===== config.mk =====
export PLATFORM = sky130hd
export DESIGN_NAME = uart_tx
export DESIGN_NICKNAME = d
export VERILOG_FILES = /design/src/rtl/uart_pkg.sv /design/src/rtl/uart_bit_timer.sv /design/src/rtl/uart_tx.sv
export SDC_FILE = /design/constraint.sdc
export NUM_CORES = 1
export LEC_CHECK = 0
export BUFFER_PORTS_ARGS = -buffer_cell sky130_fd_sc_hd__buf_2
export CAP_MARGIN = 20
export CORE_MARGIN = 3
export CORE_UTILIZATION = 50
export DETAILED_ROUTE_END_ITERATION = 7
export PLACE_DENSITY = 0.65
export SETUP_SLACK_MARGIN = 0.2
export SLEW_MARGIN = 20
export SYNTH_ARGS = -nofsm -noshare
export SYNTH_HDL_FRONTEND = slang
export SYNTH_SLANG_ARGS = --single-unit

===== constraint.sdc =====
create_clock -name clk_i -period 4 [get_ports clk_i]
set_input_delay 0.8 -clock clk_i [delete_from_list [all_inputs] [get_ports clk_i]]
set_output_delay 0.8 -clock clk_i [all_outputs]
set_load 0.01 [all_outputs]

===== src/rtl/uart_pkg.sv =====
// Shared UART definitions: conf field layout, length/stop decode and FSM states.
// Also used by the receiver, so nothing here is transmitter-specific.
package uart_pkg;

  // Bit offsets of the fields inside the 5-bit configuration word.
  localparam int unsigned ConfParityBit = 0;
  localparam int unsigned ConfStopLsb   = 1;
  localparam int unsigned ConfDataLsb   = 3;

  // Data-length field values.
  localparam logic [1:0] DataLen5 = 2'b00;
  localparam logic [1:0] DataLen6 = 2'b01;
  localparam logic [1:0] DataLen7 = 2'b10;
  localparam logic [1:0] DataLen8 = 2'b11;

  // Stop field: only 00 means a single stop bit, all other codes mean two.
  localparam logic [1:0] StopOne = 2'b00;

  typedef enum logic [2:0] {
    StIdle   = 3'd0,
    StStart  = 3'd1,
    StData   = 3'd2,
    StParity = 3'd3,
    StStop   = 3'd4
  } uart_state_e;

  // Index of the last data bit: 5 bits -> 4, ..., 8 bits -> 7.
  function automatic logic [2:0] last_bit_idx(input logic [1:0] len);
    return {1'b1, len};
  endfunction

  function automatic logic is_two_stop(input logic [1:0] stop);
    return stop != StopOne;
  endfunction

endpackage


===== src/rtl/uart_bit_timer.sv =====
// Bit-period timer: counts 0..div-1 and strobes bit_end_o on the last count.
// The divisor is captured on load_i so the caller may change div_i freely.
module uart_bit_timer #(
  parameter int unsigned DIV_W = 14
) (
  input  logic             clk_i,
  input  logic             rst_i,
  input  logic             load_i,
  input  logic [DIV_W-1:0] div_i,
  input  logic             en_i,
  output logic             bit_end_o
);

  localparam logic [DIV_W-1:0] One = DIV_W'(1);

  logic [DIV_W-1:0] div_q;
  logic [DIV_W-1:0] cnt_q;

  // Strobe in the last clock of each bit period.
  always_comb begin
    bit_end_o = en_i && (cnt_q == (div_q - One));
  end

  // Divisor shadow and period counter; cleared whenever the timer is idle.
  always_ff @(posedge clk_i) begin
    if (rst_i) begin
      div_q <= '0;
      cnt_q <= '0;
    end else if (load_i) begin
      div_q <= div_i;
      cnt_q <= '0;
    end else if (!en_i || bit_end_o) begin
      cnt_q <= '0;
    end else begin
      cnt_q <= cnt_q + One;
    end
  end

endmodule


===== src/rtl/uart_tx.sv =====
// UART transmitter: start bit, 5-8 data bits LSB first, optional even parity,
// 1 or 2 stop bits. All frame settings are shadowed when start_i is accepted.
module uart_tx
  import uart_pkg::*;
#(
  parameter int unsigned MAX_UART_DATA_W = 8,
  parameter int unsigned STOP_CONF_W     = 2,
  parameter int unsigned DATA_CONF_W     = 2,
  parameter int unsigned BAUD_RATE_SEL_W = 2,
  parameter int unsigned TOTAL_CONF_W    = STOP_CONF_W + DATA_CONF_W + 1,
  parameter int unsigned BAUD_DIV_0      = 10417,
  parameter int unsigned BAUD_DIV_1      = 5208,
  parameter int unsigned BAUD_DIV_2      = 1736,
  parameter int unsigned BAUD_DIV_3      = 868,
  parameter int unsigned DIV_W           = 14
) (
  input  logic                       clk_i,
  input  logic                       rst_i,
  input  logic                       en_i,
  input  logic                       start_i,
  input  logic [TOTAL_CONF_W-1:0]    conf_i,
  input  logic [MAX_UART_DATA_W-1:0] data_i,
  input  logic [BAUD_RATE_SEL_W-1:0] baud_sel_i,
  output logic                       tx_o,
  output logic                       busy_o,
  output logic                       done_o
);

  localparam int unsigned IdxW = 3;

  uart_state_e state_q, state_d;

  logic [MAX_UART_DATA_W-1:0] data_q, data_d;
  logic [DATA_CONF_W-1:0]     len_q, len_d;
  logic                       two_stop_q, two_stop_d;
  logic                       parity_en_q, parity_en_d;
  logic                       parity_q, parity_d;
  logic [IdxW-1:0]            bit_idx_q, bit_idx_d;
  logic                       stop_idx_q, stop_idx_d;
  logic                       tx_q, tx_d;
  logic                       done_q, done_d;

  logic                       accept;
  logic                       timer_load;
  logic                       timer_en;
  logic                       bit_end;
  logic [DIV_W-1:0]           sel_div;
  logic [DATA_CONF_W-1:0]     conf_len;
  logic                       cap_parity;
  logic [IdxW-1:0]            nxt_idx;

  assign conf_len = conf_i[ConfDataLsb +: DATA_CONF_W];
  assign accept   = start_i && en_i && (state_q == StIdle);
  assign timer_en = en_i && (state_q != StIdle);
  assign nxt_idx  = bit_idx_q + IdxW'(1);

  // Divisor chosen by baud_sel_i; only sampled on acceptance.
  always_comb begin
    sel_div = DIV_W'(BAUD_DIV_0);
    case (baud_sel_i)
      BAUD_RATE_SEL_W'(1): sel_div = DIV_W'(BAUD_DIV_1);
      BAUD_RATE_SEL_W'(2): sel_div = DIV_W'(BAUD_DIV_2);
      BAUD_RATE_SEL_W'(3): sel_div = DIV_W'(BAUD_DIV_3);
      default:             sel_div = DIV_W'(BAUD_DIV_0);
    endcase
  end

  // Even parity over the bits that will actually be sent, computed at capture.
  always_comb begin
    cap_parity = 1'b0;
    for (int i = 0; i < MAX_UART_DATA_W; i++) begin
      if (IdxW'(i) <= last_bit_idx(conf_len)) begin
        cap_parity = cap_parity ^ data_i[i];
      end
    end
  end

  uart_bit_timer #(
    .DIV_W (DIV_W)
  ) u_bit_timer (
    .clk_i     (clk_i),
    .rst_i     (rst_i),
    .load_i    (timer_load),
    .div_i     (sel_div),
    .en_i      (timer_en),
    .bit_end_o (bit_end)
  );

  // Frame sequencing; tx_d is the line level for the cycle after the edge.
  always_comb begin
    state_d     = state_q;
    data_d      = data_q;
    len_d       = len_q;
    two_stop_d  = two_stop_q;
    parity_en_d = parity_en_q;
    parity_d    = parity_q;
    bit_idx_d   = bit_idx_q;
    stop_idx_d  = stop_idx_q;
    tx_d        = tx_q;
    done_d      = 1'b0;
    timer_load  = 1'b0;

    unique case (state_q)
      StIdle: begin
        tx_d = 1'b1;
        if (accept) begin
          timer_load  = 1'b1;
          data_d      = data_i;
          len_d       = conf_len;
          two_stop_d  = is_two_stop(conf_i[ConfStopLsb +: STOP_CONF_W]);
          parity_en_d = conf_i[ConfParityBit];
          parity_d    = cap_parity;
          bit_idx_d   = '0;
          stop_idx_d  = 1'b0;
          tx_d        = 1'b0;
          state_d     = StStart;
        end
      end
      StStart: begin
        if (bit_end) begin
          tx_d    = data_q[0];
          state_d = StData;
        end
      end
      StData: begin
        if (bit_end) begin
          if (bit_idx_q == last_bit_idx(len_q)) begin
            if (parity_en_q) begin
              tx_d    = parity_q;
              state_d = StParity;
            end else begin
              tx_d    = 1'b1;
              state_d = StStop;
            end
          end else begin
            bit_idx_d = nxt_idx;
            tx_d      = data_q[nxt_idx];
          end
        end
      end
      StParity: begin
        if (bit_end) begin
          tx_d    = 1'b1;
          state_d = StStop;
        end
      end
      StStop: begin
        if (bit_end) begin
          if (two_stop_q && !stop_idx_q) begin
            stop_idx_d = 1'b1;
          end else begin
            done_d  = 1'b1;
            state_d = StIdle;
          end
        end
      end
      default: begin
        tx_d    = 1'b1;
        state_d = StIdle;
      end
    endcase

    // Disabling mid-frame drops the frame silently.
    if (!en_i && (state_q != StIdle)) begin
      state_d = StIdle;
      tx_d    = 1'b1;
      done_d  = 1'b0;
    end
  end

  // State, shadow and output registers.
  always_ff @(posedge clk_i) begin
    if (rst_i) begin
      state_q     <= StIdle;
      data_q      <= '0;
      len_q       <= '0;
      two_stop_q  <= 1'b0;
      parity_en_q <= 1'b0;
      parity_q    <= 1'b0;
      bit_idx_q   <= '0;
      stop_idx_q  <= 1'b0;
      tx_q        <= 1'b1;
      done_q      <= 1'b0;
    end else begin
      state_q     <= state_d;
      data_q      <= data_d;
      len_q       <= len_d;
      two_stop_q  <= two_stop_d;
      parity_en_q <= parity_en_d;
      parity_q    <= parity_d;
      bit_idx_q   <= bit_idx_d;
      stop_idx_q  <= stop_idx_d;
      tx_q        <= tx_d;
      done_q      <= done_d;
    end
  end

  assign tx_o   = tx_q;
  assign busy_o = (state_q != StIdle);
  assign done_o = done_q;

endmodule


# --- Yosys cells after proc, flatten, opt, wreduce, memory -nomap -nowiden ---
# Cells that the tools add are included.
word_totals:
  word_cells: 108
  reg_bits: 50
op_classes:
  mux: 36
  n_bitwise: 9
  reduce_logical: 23
  n_addsub: 3
  n_eq_ne: 18
  n_lt_le_gt_ge: 7
op_table:
  columns: ["cell", "count"]
  rows:
  - ["one-hot mux 14 bit (3 select lines)", 1]
  - ["2-to-1 mux 3 bit", 11]
  - ["2-to-1 mux 1 bit", 19]
  - ["one-hot mux 3 bit (5 select lines)", 1]
  - ["adder 14 x 1 -> 14 bit (second input constant)", 1]
  - ["equality test 14 bit", 1]
  - ["subtractor 14 x 1 -> 14 bit (second input constant)", 1]
  - ["AND reduction 4 bit", 3]
  - ["inequality test 2 bit (second input constant)", 5]
  - ["<= comparator 3 bit (first input constant)", 3]
  - ["inequality test 2 x 1 -> 1 bit (second input constant)", 4]
  - ["AND reduction 7 bit", 1]
  - ["bitwise XOR 1 bit", 7]
  - ["equality test 3 x 2 -> 1 bit (second input constant)", 2]
  - ["<= comparator 2 x 3 -> 1 bit (first input constant)", 2]
  - ["logical AND 1 bit", 6]
  - ["one-hot mux 3 bit (2 select lines)", 1]
  - ["nonzero test 2 bit", 3]
  - ["one-hot mux 1 bit (5 select lines)", 1]
  - ["equality test 2 bit (second input constant)", 2]
  - ["< comparator 3 x 4 -> 1 bit (second input constant)", 1]
  - ["OR reduction 4 bit", 1]
  - ["adder 3 x 1 -> 3 bit (second input constant)", 1]
  - ["binary-select mux 1 bit (select 3 bit)", 1]
  - ["14 further kinds", 17]

# --- Logic depth before layout (Yosys ltp) ---
depth:
  depth_word: 13
  depth_mapped: 12

# --- Hierarchy ---
# From an unflattened synthesis, not the netlist that was laid out.
unflattened:
  cells_unflattened: 331
  hier_area_um2: 2844.0
modules_own_cells:
  columns: ["module", "cells_each", "seq_area_each_um2", "area_per_inst_um2", "instances"]
  rows:
  - ["uart_bit_timer", 170, 560.5, 1536.5, 1]
  - ["uart_tx", 161, 440.4, 1307.5, 1]

# --- Worst setup path before layout ---
# Ideal clock, no wire load.
synth_path:
  path_type: "register -> register"
  start: "register u_bit_timer.div_q[11]"
  end: "register bit_idx_q[2]"
  path_stages_with_launch: 12
  required_time_ns: 3.880
  setup_slack_ns: 1.266
  setup_ns: 0.120
  t_arrival_ns: 2.614
  path_cell_list: "dfxtp_1 -> clkbuf_1 -> inv_1 -> ha_1 -> or3b_4 -> a2111o_1 -> a21oi_2 -> nor3_2 -> nor4_1 -> buf_4 -> a21oi_2 -> a211o_1"
synth_between:
  elab_chain_len: 5
synth_rtl:
  columns: ["element", "line", "source"]
  rows:
  - ["start: declaration", "uart_bit_timer.sv:16", "logic [DIV_W-1:0] div_q;"]
  - ["start signal: assignment", "uart_bit_timer.sv:30", "div_q <= div_i;"]
  - ["subtractor 14 x 1 -> 14 bit", "uart_bit_timer.sv:21", "bit_end_o = en_i && (cnt_q == (div_q - One));"]
  - ["equality test 14 bit", "uart_bit_timer.sv:21", null]
  - ["logical AND 1 bit", "uart_bit_timer.sv:21", null]
  - ["inequality test 2 x 1 -> 1 bit (no source line)", null, null]
  - ["AND reduction 4 bit (no source line)", null, null]
  - ["end signal: assignment", "uart_tx.sv:191", "bit_idx_q <= bit_idx_d;"]
  - ["end: declaration", "uart_tx.sv:38", "logic [IdxW-1:0] bit_idx_q, bit_idx_d;"]
# No other way between the ends.
# A chain may end at the register's enable or synchronous reset.

# --- Final worst setup path ---
layout_path:
  start: "register u_bit_timer.div_q[11]"
  end: "register u_bit_timer.cnt_q[5]"
layout_between:
  elab_chain_len: 5
layout_rtl:
  columns: ["element", "line", "source"]
  rows:
  - ["subtractor 14 x 1 -> 14 bit", "uart_bit_timer.sv:21", null]
  - ["equality test 14 bit", "uart_bit_timer.sv:21", null]
  - ["logical AND 1 bit", "uart_bit_timer.sv:21", null]
  - ["logical OR 1 bit", "uart_bit_timer.sv:32", "end else if (!en_i || bit_end_o) begin"]
  - ["OR reduction 3 bit (no source line)", null, null]
  - ["end signal: assignment", "uart_bit_timer.sv:35", "cnt_q <= cnt_q + One;"]
  - ["end: declaration", "uart_bit_timer.sv:17", "logic [DIV_W-1:0] cnt_q;"]
# No other way between the ends.

==> impl_metrics.tcl <==
set metrics [dict create \
    status "finished clean" \
    setup_tns_ns 0 \
    crit_type "register to register" \
    syn-num-nets 342 \
    dpl-instance-area_sq_mm 0.00270 \
    vdd_drop_max_v 0.000161 \
    fin_util_pct 57.9 \
    p_total_mw 0.916 \
    synth_edf_count 0 \
    switching_share_pct 26.1 \
    synth_top_cell_by_area "dfxtp_1" \
    cts_root_buffer "clkbuf_8" \
    wl_mm 5.17 \
    die_area_sq_mm 0.00604 \
    synthCells 316 \
    worstSetupStartpointType "register" \
    drive_above_1_share_pct 13.6 \
    post_cts_buffers 0 \
    cpMaxStageDelayCell "dfxtp_1" \
    end_kind "register" \
    tightest_slew_ns 0.863 \
    vias 2171 \
    nFillCells 482 \
    multiInputGateArea_sq_mm 0.00156 \
    skew_ns 0.00506 \
    chipWidth_um 77.7 \
    ant_nets 0 \
    clkTransAtPathRegs_ns 0.08 \
    holdBufCountCts 0 \
    cts.sinks 45 \
    clkPwrFrac_pct 33.4 \
    grt_usage_pct 18.5 \
    routed_via_density 5.45 \
    worstPathRequired_ns 4.17 \
    gp_congestion 0.827 \
    met3_length_um 285 \
    yosys.cell_count.top_type "nand2_1" \
    die_y_um 77.7 \
    synth-warning-count 0 \
    maxCapViolations 0 \
    min_period_ns 2.79 \
    wl_met2_mm 2.14 \
    slew_violations 0 \
    first_pass_iters 4 \
    rows 25 \
    hpwl_mm 3.78 \
    p_switching_mw 0.239 \
    ys_ff_latch 45 \
    wl_met1_mm 2.70 \
    max_freq_ghz 0.358 \
    final_net_count 356 \
    crit_chain "inv_1 > ha_1 > or3b_4 > a2111o_1 > a21oi_2 > nor3_2 > nor3_1 > or3_1 > nor2_1" \
    final_cell_area_sq_mm 0.00281 \
    cts_tree "yes" \
    post_cts_resized 0 \
    p_int_mw 0.677 \
    synth_cell_type_count 52 \
    hold_class "register to register" \
    syn_area_sq_mm 0.00257 \
    reg2reg_slack_ns 1.21 \
    cts_max_path_buffers 2 \
    synth_common_cells "nand2_1 (49), dfxtp_1 (45), nor2_1 (35)" \
    coreArea_sq_mm 0.00485 \
    antenna_found_initial 0 \
    power_frac_seq_pct 52.0 \
    ctsHtreeMaxLevel 2 \
    clk_latency_ns 0.30 \
    ff_latch_area_sq_um 901 \
    period_share_pct 69.8 \
    ys_seq_area_share_pct 35.0 \
    grt_pass1_wl_mm 9.18 \
    drc_errors 0 \
    grt_pass1_vias 1962 \
    drt_iter0_markers 137 \
    arrival_ns 2.96 \
    pwr-share-comb_pct 14.5 \
    topRoutingLayerUsed "met4" \
    n_antenna_cell 0 \
    cts-buffers-inserted 5 \
    start_util_pct 53.1 \
    synthTopCellsByArea "dfxtp_1 (35%), xnor2_1 (7.8%), nand2_1 (7.1%), nor2_1 (5.1%), xor2_1 (3.7%)" \
    syn_to_final_growth_pct 8.99 \
    grt_max_degree 31 \
    power_leakage_nw 1.02 \
    critical-path-max-stage-delay_ns 0.44 \
    rsz0062_at_grt "false" \
    synth_top_area_share_pct 35.0 \
    synthArstFlopShare_pct 0 \
    finalHoldViolCount 0 \
    cp_max_fo 14 \
    syn_area_per_cell_sq_um 8.14 \
    routedWlPerCell_um 13.0 \
    powerDensity_mw_per_mm2 326 \
    grt_remaining_overflow 0 \
    io_pins 22 \
    setup_viol 0 \
    slew_headroom_pct 42.3 \
    ys.flop_type "dfxtp_1" \
    io_buffers 21 \
]
-- cell type report --
class	instances	area share (%)
multi-input combinational	244	55.5
sequential	45	32.1
timing repair buffer	23	4.28
clock buffer	7	3.43
tap	67	2.99
inverter	11	1.47
clock inverter	1	0.178
-- worst max-delay path: cells and delay by family (launching register included) --
kind	cells	cell delay (ns)
simple gates	5	1.29
compound gates	2	0.55
flops	1	0.44
fa+ha+maj	1	0.26
buf+inv	1	0.11
-- path summary, 6_finish.rpt --
kind	from	end	depth (start not counted)
worst max-delay path	u_bit_timer.div_q[11]	u_bit_timer.cnt_q[5]	9
worst max register to register	u_bit_timer.div_q[11]	u_bit_timer.cnt_q[5]	9
worst min-delay path	data_q[4]	data_q[4]	2
worst min register to register	data_q[4]	data_q[4]	2
-- cells in the final DEF (no fill, tap or decap), types with 3 or more instances in the layout --
cell type  instances
a211oi_1           3
a21oi_1           18
a31oi_1            3
buf_2             21
clkbuf_8           7
dfxtp_1           45
ha_1               7
inv_1             11
mux2i_1            5
nand2_1           49
nand2b_1           4
nand3_1           13
nand4b_1           3
nor2_1            35
nor3_1            13
nor4_1             5
nor4_2             5
o21ai_0            6
o22ai_1            4
xnor2_1           23
xor2_1            11
-- flip-flops by register name, indices dropped and copies added (netlist names) --
name	cells
bit_idx_q	3
data_q	8
done_o	1
len_q	2
parity_en_q	1
parity_q	1
state_q	3
stop_idx_q	1
two_stop_q	1
tx_o	1
u_bit_timer.cnt_q	14
u_bit_timer.div_q	9
-- metrics by stage --
stage / setup WS (ns) / instances / hold WS (ns)
detailed placement: 1.22 / 390 / 0.447
CTS: 1.20 / 398 / 0.459
finish: 1.21 / 398 / 0.457
floorplan: 1.27 / 316 / 0.432
global route: 0.933 / 398 / 0.474
global placement: 1.28 / 390 / 0.443
-- routing by layer --
layer / global-route usage [%] / up-vias
met1: 28.1 / 980
met4: 4.80 / 0
met2: 26.0 / 51
li1: - / 1135
met5: 0 / -
met3: 4.06 / 5
-- power by group through the flow --
| stage | logic [mW] | registers, mW | clock network, mW |
|---|---|---|---|
| global route | 0.149 | 0.479 | 0.332 |
| global placement | 0.131 | 0.487 | 0 |
| CTS | 0.133 | 0.477 | 0.314 |
| finish | 0.133 | 0.477 | 0.306 |
| floorplan | 0.105 | 0.480 | 0 |
| detailed placement | 0.132 | 0.487 | 0 |
-- cell families (layout without fill, tap and decap cells) --
kind of cell	count (synthesis)	count (layout)	share of synthesized area [%]
AO/OA/AOI/OAI	50	50	13.1
adder cells (fa/ha/maj)	7	7	3.40
buffers and inverters	27	42	4.72
XOR/XNOR	34	34	11.6
AND/OR/NAND/NOR	146	146	28.5
multiplexers	7	7	3.69
flip-flops	45	45	35.0
No activity file was read; power rests on OpenSTA's default activity.
